File: src/rtl/pkg_mpu.sv
// MPU-wide shared types: the issue number that tags every broadcast thread program.
package pkg_mpu;

    typedef logic [7:0] mpu_issue_no_t;

endpackage

File: src/rtl/pkg_tpu.sv
// TPU-local defaults for the commit transmitter: queue depth, watchdog limit, occupancy type.
package pkg_tpu;

    localparam int unsigned COMMIT_QUEUE_DEPTH    = 8;
    localparam int unsigned COMMIT_TIMEOUT_CYCLES = 1024;

    typedef logic [$clog2(COMMIT_QUEUE_DEPTH+1)-1:0] commit_cnt_t;

endpackage

File: src/rtl/tpu_commit_tx_commit_fifo.sv
// commit_fifo: in-order store of outstanding issue numbers with occupancy counter and full/empty flags.
module commit_fifo
    import pkg_mpu::*;
#(
    parameter int unsigned DEPTH = pkg_tpu::COMMIT_QUEUE_DEPTH
) (
    input  logic                         clock,
    input  logic                         reset,
    input  logic                         push,
    input  logic                         pop,
    input  mpu_issue_no_t                wdata,
    output mpu_issue_no_t                rdata,
    output logic [$clog2(DEPTH+1)-1:0]   count,
    output logic                         busy,
    output logic                         full,
    output logic                         empty
);

    localparam int unsigned PTR_W = $clog2(DEPTH);
    localparam int unsigned CNT_W = $clog2(DEPTH+1);

    mpu_issue_no_t      mem [DEPTH];
    logic [PTR_W-1:0]   wr_ptr;
    logic [PTR_W-1:0]   rd_ptr;
    logic [CNT_W-1:0]   count_nxt;

    assign full  = (count == CNT_W'(DEPTH));
    assign empty = (count == '0);
    assign rdata = mem[rd_ptr];

    always_comb begin
        count_nxt = count;
        case ({push, pop})
            2'b10:   count_nxt = count + CNT_W'(1);
            2'b01:   count_nxt = count - CNT_W'(1);
            default: count_nxt = count;
        endcase
    end

    // Storage has no reset; only the pointers and counter define validity.
    always_ff @(posedge clock) begin
        if (push) begin
            mem[wr_ptr] <= wdata;
        end
    end

    always_ff @(posedge clock or negedge reset) begin
        if (!reset) begin
            wr_ptr <= '0;
            rd_ptr <= '0;
            count  <= '0;
            busy   <= 1'b0;
        end else begin
            if (push) begin
                wr_ptr <= wr_ptr + PTR_W'(1);
            end
            if (pop) begin
                rd_ptr <= rd_ptr + PTR_W'(1);
            end
            count <= count_nxt;
            busy  <= (count_nxt != '0);
        end
    end

endmodule

File: src/rtl/tpu_commit_tx.sv
// tpu_commit_tx: queues issued thread numbers and emits one commit per thread termination, FIFO order.
// Optional watchdog enabled by macro TPU_COMMIT_TIMEOUT_EN.
module tpu_commit_tx
    import pkg_mpu::*;
#(
    parameter int unsigned DEPTH          = pkg_tpu::COMMIT_QUEUE_DEPTH,
    parameter int unsigned TIMEOUT_CYCLES = pkg_tpu::COMMIT_TIMEOUT_CYCLES
) (
    input  logic                         clock,
    input  logic                         reset,
    input  logic                         I_En_Exe,
    input  logic                         I_Req,
    input  mpu_issue_no_t                I_IssueNo,
    output logic                         O_Nack,
    input  logic                         I_Term,
    output logic                         O_Term,
    output mpu_issue_no_t                O_IssueNo,
    output logic                         O_Busy,
    output logic [$clog2(DEPTH+1)-1:0]   O_Count,
    output logic                         O_Err,
    output logic                         O_Timeout
);

    logic          issue;
    logic          push;
    logic          pop;
    logic          full;
    logic          empty;
    mpu_issue_no_t head;

    // Pop is evaluated first so a full queue can still accept a same-cycle push.
    assign issue = I_Req & I_En_Exe;
    assign pop   = I_Term & ~empty;
    assign push  = issue & (~full | pop);

    commit_fifo #(
        .DEPTH (DEPTH)
    ) u_fifo (
        .clock (clock),
        .reset (reset),
        .push  (push),
        .pop   (pop),
        .wdata (I_IssueNo),
        .rdata (head),
        .count (O_Count),
        .busy  (O_Busy),
        .full  (full),
        .empty (empty)
    );

    always_ff @(posedge clock or negedge reset) begin
        if (!reset) begin
            O_Term    <= 1'b0;
            O_IssueNo <= '0;
            O_Nack    <= 1'b0;
            O_Err     <= 1'b0;
        end else begin
            O_Term <= pop;
            if (pop) begin
                O_IssueNo <= head;
            end
            O_Nack <= issue & full & ~pop;
            if (I_Term && empty) begin
                O_Err <= 1'b1;
            end
        end
    end

`ifdef TPU_COMMIT_TIMEOUT_EN
    localparam int unsigned WD_W = $clog2(TIMEOUT_CYCLES);
    localparam logic [WD_W-1:0] WD_MAX = WD_W'(TIMEOUT_CYCLES - 1);

    logic [WD_W-1:0] wd_cnt;

    always_ff @(posedge clock or negedge reset) begin
        if (!reset) begin
            wd_cnt    <= '0;
            O_Timeout <= 1'b0;
        end else begin
            if (pop || empty) begin
                wd_cnt <= '0;
            end else if (wd_cnt != WD_MAX) begin
                wd_cnt <= wd_cnt + WD_W'(1);
            end
            if (wd_cnt == WD_MAX) begin
                O_Timeout <= 1'b1;
            end
        end
    end
`else
    assign O_Timeout = 1'b0;
`endif

endmodule

File: config.mk
export PLATFORM = sky130hd
export DESIGN_NAME = tpu_commit_tx
export DESIGN_NICKNAME = d
export VERILOG_FILES = /design/src/rtl/pkg_mpu.sv /design/src/rtl/pkg_tpu.sv /design/src/rtl/tpu_commit_tx_commit_fifo.sv /design/src/rtl/tpu_commit_tx.sv
export SDC_FILE = /design/constraint.sdc
export NUM_CORES = 1
export LEC_CHECK = 0
export ABC_AREA = 1
export BUFFER_PORTS_ARGS = -buffer_cell sky130_fd_sc_hd__buf_2
export CORE_MARGIN = 4
export CORE_UTILIZATION = 35
export DETAILED_ROUTE_END_ITERATION = 10
export GPL_TIMING_DRIVEN = 1
export PLACE_DENSITY = 0.63
export SETUP_SLACK_MARGIN = 0.02
export SLEW_MARGIN = 15
export SYNTH_ARGS = -nofsm -noshare
export SYNTH_HDL_FRONTEND = slang
export SYNTH_SLANG_ARGS = --single-unit
File: constraint.sdc
create_clock -name clock -period 2 [get_ports clock]
set_clock_uncertainty 0.15 [all_clocks]
set_input_delay 0.2 -clock clock [delete_from_list [all_inputs] [get_ports clock]]
set_output_delay 0.2 -clock clock [all_outputs]
set_load 0.05 [all_outputs]
==> impl_metrics.csv, run 1 <==
group,metric,value,unit
global_route,overflow,0,
flow_run,maxCapViolCount,0,
clocking,clkLatencyLatePin,0.36,ns
critical_path,worst-endpoint-arrival,1.92,ns
critical_path,cp_max_fo,5,
die,die_h,109,microns
synthesis,yosysSeqAreaShare,69.3,%
layout,fin_area,4330,sq um
layout,final_nets,368,
power,p_leak,1.69,nW
layout,area_delta_synth_final,21.2,%
worst_hold_path,whs_path_depth,5,
clocking,cts.reportedPaths.clkPinSlew,0.09,ns
critical_path,crit_top_cell,"nand2_1",
status,status,"finished, final reports clean",
routing,vias,2328,
timing,slew_headroom,66.3,%
global_route,grt_use_total,13.4,%
routing,dr.pass1.iters,4,
timing,slew_viol_final,0,
clocking,cts_tree,"built",
critical_path,path_cells,"buf_4 > nor2_4 > nand2_4 > nand3_4 > nand2_1 > nand2_1 > inv_1 > ha_1 > inv_2 > nand2_1 > nand2_1 > nand3_2 > nand2_2 > nand3_2",
timing,setup_viol,0,
synthesis,synth_area,3570,sq um
global_route,grt_start_max_net_pins,34,
critical_path,cpMaxStageDelayCell,"dfrtp_1",
placed_design,dp_hpwl,4670,microns
synthesis,syn_area_per_cell,12.3,sq um
global_route,grt_antenna_before_repair,0,
power,p_total,6.24,mW
power,ir_worst_vdd,0.547,mV
timing,fin_crit,1.83,ns
placed_design,place_inst,462,
global_route,grt_pass1_wl,11700,microns
routing,final_antenna_net_count,0,
clocking,htree_num_levels,3,
routing,drt_iter0_markers,188,
synthesis,ys_ff_latch,86,
timing,max_freq,547,MHz
clocking,clockBufferDepth,2,
layout,layout-drive-gt1-share,28.3,%
placed_design,gp_congestion,0.823,
synthesis,synth-edff-count,64,
synthesis,synth_cell_types,31,
clocking,cts_root_buf,"clkbuf_8",
critical_path,start_kind,"flip-flop",
synthesis,synth_xor_xnor_area_share,0.736,%
die,core_area,9860,sq um
die,die_w,109,microns
synthesis,synthFlopType,"edfxtp_1",
placed_design,place_area,3990,sq um
layout,final_cells,490,
synthesis,synthAdderAreaFrac,1.05,%
routing,drt-wirelength-per-cell,15.0,microns
die,start_util,36.2,%
timing,rsz0062_at_grt,"no",
timing,tns,0,ns
synthesis,synthCells,290,
die,ios,30,
critical_path,required,2.09,ns
worst_hold_path,hold_class,"primary input to flip-flop",
clocking,cts_sinks,86,
timing,finalCritPeriodShare,91.4,%
timing,worstMarginPinSlew,0.506,ns
die,die-area,11900,sq um
die,rows,36,
routing,routed_wl,7350,microns
clocking,cts_buffers,9,
synthesis,synth.net_count,306,
timing,finalHoldViolations,0,
synthesis,ys.warnings.count,0,
power,powerDensity,1440,nW/um^2
critical_path,ff2ff_path_depth,14,
layout,utilization,43.8,%
critical_path,slowest_delay,0.39,ns
synthesis,muxShareOfSynthArea,0,%
critical_path,cp-end-kind,"flip-flop",
routing,drc,0,
synthesis,synth_simple_gate_area_share,13.8,%
critical_path,worstSetupPathType,"flip-flop to flip-flop",
routing,vias_per_cell,4.75,
synthesis,synth_compound_area_share,11.3,%
global_route,grt_pass1_vias,2201,
synthesis,async_flop_share,25.6,%
synthesis,synth_top_family_by_area,"simple AND/OR/NAND/NOR gates",
placed_design,portBuffers,28,
layout,antenna_cells,0,
layer usage:
metal  vias up  track usage [%]  share of wire, %
li1       1150                -                 -
met1      1111             18.2                44
met2        63             20.5                48
met3         4             3.37               6.2
met4         0             5.41               1.1
met5         -                0                 0
power by group:
part	total, mW	switching [mW]	internal, mW
logic	2.66	1.84	0.828
registers	2.35	0.128	2.22
clock network	1.23	0.634	0.591
final timing paths:
kind,startpoint,to,slack (ns)
setup / recovery,u_fifo.count[3]$_DFF_PN0_,u_fifo.busy$_DFF_PN0_,0.17
min in group asynchronous,reset,O_Err$_DFFE_PN0P_,0.19
max in group asynchronous,reset,u_fifo.count[1]$_DFF_PN0_,1.14
setup reg to reg,u_fifo.count[3]$_DFF_PN0_,u_fifo.busy$_DFF_PN0_,0.17
hold reg to reg,O_IssueNo[0]$_DFFE_PN0N_,O_IssueNo[0]$_DFFE_PN0N_,0.33
hold / removal,I_Term,O_Nack$_DFF_PN0_,0.08
cells in the final DEF (no fill, tap or decap), drive strengths merged, types with 3 or more instances in the layout:
master / synthesis / layout
ha: 3 / 3
nand3: 9 / 9
nand2: 49 / 49
o21ai: 35 / 35
nor2: 45 / 45
inv: 16 / 18
xor2: 3 / 3
edfxtp: 64 / 64
buf: 9 / 54
clkbuf: 3 / 10
nand4: 4 / 4
o211ai: 8 / 8
o22ai: 8 / 8
clkinv: 1 / 3
dlygate4sd3: 0 / 9
o221ai: 8 / 8
dfrtp: 22 / 22
metrics by stage:
stage                     worst slack [ns]  hold WS (ns)
after CTS                           0.0550        0.0505
after floorplan                    -0.0142        -0.246
after global placement              0.0842        0.0509
after global routing               0.00336        0.0911
after detailed placement            0.0674        0.0557
final                                0.172        0.0773
Yosys cell counts, types with 2 or more instances:
library cell | count | area [sq um]
edfxtp_1 | 64 | 1920
nand2_1 | 45 | 169
nor2_1 | 43 | 161
o21ai_0 | 33 | 165
dfrtp_1 | 22 | 551
inv_1 | 13 | 48.8
o221ai_1 | 8 | 70.1
o22ai_1 | 8 | 50.1
o211ai_2 | 7 | 87.6
buf_2 | 6 | 30.0
nand3_1 | 4 | 20.0
nand3_2 | 4 | 40.0
nand4_1 | 4 | 25.0
clkbuf_1 | 3 | 11.3
ha_1 | 3 | 37.5
inv_2 | 3 | 11.3
xor2_1 | 3 | 26.3
buf_6 | 2 | 22.5
nand2_2 | 2 | 12.5
nand2_4 | 2 | 22.5
area by class of cell:
type / count / area, sq um
inverters: 17 / 63.8
fillers: 917 / 5540
multi-input cells: 175 / 982
clock buffers: 10 / 128
clock inverters: 6 / 71.3
repair buffers: 63 / 438
well taps: 133 / 166
flip-flops and latches: 86 / 2480
kinds of logic (layout without fill, tap and decap cells):
kind of cell	count (synthesis)	count (layout)
buf+inv	29	96
fa+ha+maj	3	3
simple gates	108	108
xor+xnor	3	3
flops	86	86
compound gates	60	60
other cells	1	1
worst max-delay path: cells and delay by family (launching register included):
kind	cells	cell delay [ns]
fa+ha+maj	1	0.17
flops	1	0.39
buf+inv	3	0.25
simple gates	10	0.77
what timing repair did:
| action | 4_1_cts | 5_1_grt |
|---|---|---|
| gates resized for setup | 0 | 7 |
| endpoints found under the hold margin | 86 | 0 |
| hold buffers | 9 | 0 |
| buffers inserted | 0 | 3 |
| endpoints found under the setup margin | 0 | 18 |
state kept, by name, indices dropped and copies added (netlist names):
signal         cells
u_fifo.count       4
u_fifo.mem        64
O_IssueNo          8
O_Err              1
u_fifo.busy        1
O_Nack             1
u_fifo.rd_ptr      3
O_Term             1
u_fifo.wr_ptr      3
(Power assumes the default switching activity.)
==> run 2: changes to the inputs <==
SYNTH_HIERARCHICAL = 1   (was default)
==> run 2 against run 1 <==
  * The run now ends with setup timing left
  * Largest power group unchanged
  * Sequential power up 2%
  * Cell count up 6.7%
  * Worst hold slack worse by 0.069 ns
==> impl_metrics.csv, run 2 <==
group,metric,value,unit
synthesis,ys.warnings.count,6,
routing,vias_per_cell,4.65,
synthesis,synthCells,315,
layout,multi_input_area,1160,sq um
layout,final_nets,403,
synthesis,synth.most_common_cell,"nand2_1",
die,core_area,9860,sq um
timing,max_freq,418,MHz
synthesis,synthFlopType,"edfxtp_1",
global_route,overflow,0,
timing,slew_headroom,65.0,%
synthesis,async_flop_share,25.6,%
placed_design,dp_hpwl,5060,microns
routing,drt-wirelength-per-cell,15.0,microns
timing,tns,-2.50,ns
layout,largest_reg_flops,64,
worst_hold_path,whs_path_depth,1,
global_route,grt_antenna_before_repair,0,
timing,setup_viol,37,
clocking,cts_root_buf,"clkbuf_8",
clocking,cts_tree,"built",
layout,antenna_cells,0,
routing,drc,0,
die,die_h,109,microns
clocking,cts_buffers,9,
synthesis,syn_area_per_cell,11.4,sq um
synthesis,yosys-top-cells-area,"edfxtp_1 (54%), dfrtp_1 (15%), nand2_1 (8.3%), nor2_1 (4.7%), o22ai_1 (2.8%)",
placed_design,dp_slack,-0.443,ns
die,start_util,36.3,%
layout,final_cell_mix,"nand2_1 (74), edfxtp_1 (64), nor2_1 (35), buf_2 (28), buf_4 (24)",
timing,fin_crit,2.39,ns
synthesis,synth.net_count,333,
global_route,grt_start_max_net_pins,33,
critical_path,cp-end-kind,"flip-flop",
power,p_leak,1.80,nW
synthesis,synth.largest_area_cell,"edfxtp_1",
layout,layout-drive-gt1-share,31.8,%
status,violations,"setup timing",
critical_path,start_kind,"flip-flop",
synthesis,synth_area,3580,sq um
critical_path,r2r_slack,-0.39,ns
synthesis,yosysSeqAreaShare,69.1,%
die,ios,30,
layout,final.fill_count,907,
routing,routed_wl,7860,microns
global_route,grt_pass1_wl,12400,microns
status,status,"finished with violations",
routing,drt_iter0_markers,105,
timing,finalHoldViolations,0,
power,powerDensity,1430,nW/um^2
layout,utilization,46.4,%
power,p_total,6.53,mW
clocking,clkLatencyLatePin,0.34,ns
critical_path,worst-endpoint-arrival,2.47,ns
die,die_w,109,microns
die,die-area,11900,sq um
routing,dr.pass1.iters,4,
global_route,grt_use_total,14.0,%
global_route,grt_pass1_vias,2435,
die,rows,36,
layout,area_delta_synth_final,28.0,%
power,ir_worst_vdd,0.677,mV
synthesis,synth_top_cell_area_share,53.7,%
clocking,clockBufferDepth,2,
routing,final_antenna_net_count,0,
critical_path,cp_max_fo,3,
timing,worstMarginPinSlew,0.525,ns
synthesis,synth_cell_types,25,
worst_hold_path,worstHoldStart,"I_IssueNo[3]",
flow_run,maxCapViolCount,0,
critical_path,required,2.08,ns
clocking,htree_num_levels,3,
layout,regMostFlops,"u_fifo/mem",
critical_path,ff2ff_path_depth,16,
worst_hold_path,hold_class,"primary input to flip-flop",
worst_hold_path,whs_endpoint,"u_fifo/mem[6][3]$_DFFE_PP_",
critical_path,worstSetupPathType,"flip-flop to flip-flop",
clocking,cts_sinks,86,
synthesis,synth-edff-count,64,
timing,rsz0062_at_grt,"yes",
clocking,cts.reportedPaths.clkPinSlew,0.09,ns
placed_design,gp_congestion,0.734,
synthesis,yosys-top-cells-count,"nand2_1 (79), edfxtp_1 (64), nor2_1 (45), dfrtp_1 (22), o21ai_1 (18)",
timing,slew_viol_final,0,
layout,layout_commonest_cell,"nand2_1",
routing,vias,2433,
placed_design,portBuffers,28,
timing,setup_slack,-0.390,ns
timing,finalCritPeriodShare,120,%
layout,regArea,2480,sq um
critical_path,r2r_start,"u_fifo/count[0]$_DFF_PN0_",
critical_path,timing.rr.end,"u_fifo/busy$_DFF_PN0_",
layout,reg_top3,"u_fifo/mem (64), O_IssueNo (8), u_fifo/count (4)",
synthesis,ys_ff_latch,86,
run 2: worst max-delay path by stage:
stage                         startpoint                    end  slack, ns
2_1_floorplan  u_fifo/count[0]$_DFF_PN0_  u_fifo/busy$_DFF_PN0_      -0.67
3_3_place_gp   u_fifo/count[0]$_DFF_PN0_  u_fifo/busy$_DFF_PN0_      -0.40
3_5_place_dp   u_fifo/count[0]$_DFF_PN0_  u_fifo/busy$_DFF_PN0_      -0.44
4_1_cts        u_fifo/count[1]$_DFF_PN0_  u_fifo/busy$_DFF_PN0_      -0.35
5_1_grt        u_fifo/count[0]$_DFF_PN0_  u_fifo/busy$_DFF_PN0_      -0.46
6_report       u_fifo/count[0]$_DFF_PN0_  u_fifo/busy$_DFF_PN0_      -0.39
run 2: cells by family after synthesis:
group | count (synthesis) | synth area share, %
adders and majority gates | 5 | 1.75
DFF | 86 | 69.1
buffers and inverters | 27 | 3.46
xor gates and xnor gates | 5 | 1.22
and+or+nand+nor | 138 | 15.4
other | 1 | 0.105
AOI/OAI and AO/OA | 53 | 8.99
run 2: per-stage QoR:
step / std cells / cell area (sq um) / hold WS [ns]
2_1_floorplan: 315 / 3690 / -0.246
3_5_place_dp: 493 / 4230 / 0.0597
5_1_grt: 523 / 4580 / 0.0221
3_3_place_gp: 493 / 4230 / 0.0495
4_1_cts: 518 / 4530 / 0.00556
6_report: 523 / 4580 / 0.00850
run 2: cell type report:
type / count / area share [%]
clock inverters: 3 / 0.437
well taps: 133 / 3.63
flip-flops and latches: 86 / 54.1
inverters: 17 / 1.39
multi-input cells: 202 / 25.3
clock buffers: 13 / 3.03
repair buffers: 69 / 12.1
run 2: timing repair:
action,4_1_cts,5_1_grt
hold endpoints to repair,78,0
buffers inserted,3,7
hold buffers,8,0
resized for setup,17,5
pin swaps,12,13
endpoints found under the setup margin,58,37
cloned,0,0
run 2: power by group:
| part | switching [mW] | internal, mW | leakage, nW |
|---|---|---|---|
| Clock | 0.574 | 0.455 | 0.0819 |
| Sequential | 0.167 | 2.22 | 0.838 |
| Combinational | 2.02 | 1.09 | 0.880 |
run 2: critical path, stage by stage, from the launching register on:
cell	delay [ns]
dfrtp_2	0.41
or2_4	0.26
nor3_4	0.20
inv_2	0.08
nand2_4	0.08
a21oi_4	0.05
inv_2	0.08
ha_4	0.16
nand2_2	0.05
inv_2	0.07
nor2_4	0.05
ha_4	0.21
nand2_2	0.05
nand2_2	0.04
or2_0	0.18
nor2_1	0.09
nand3_1	0.07
run 2: metal layers:
metal | GRT usage (%) | vias to the layer above | part of all wire, %
li1 | - | 1217 | -
met1 | 17.5 | 1182 | 45
met5 | 0 | - | 0
met3 | 2.01 | 9 | 2.1
met4 | 6.13 | 0 | 1.3
met2 | 24.0 | 25 | 52
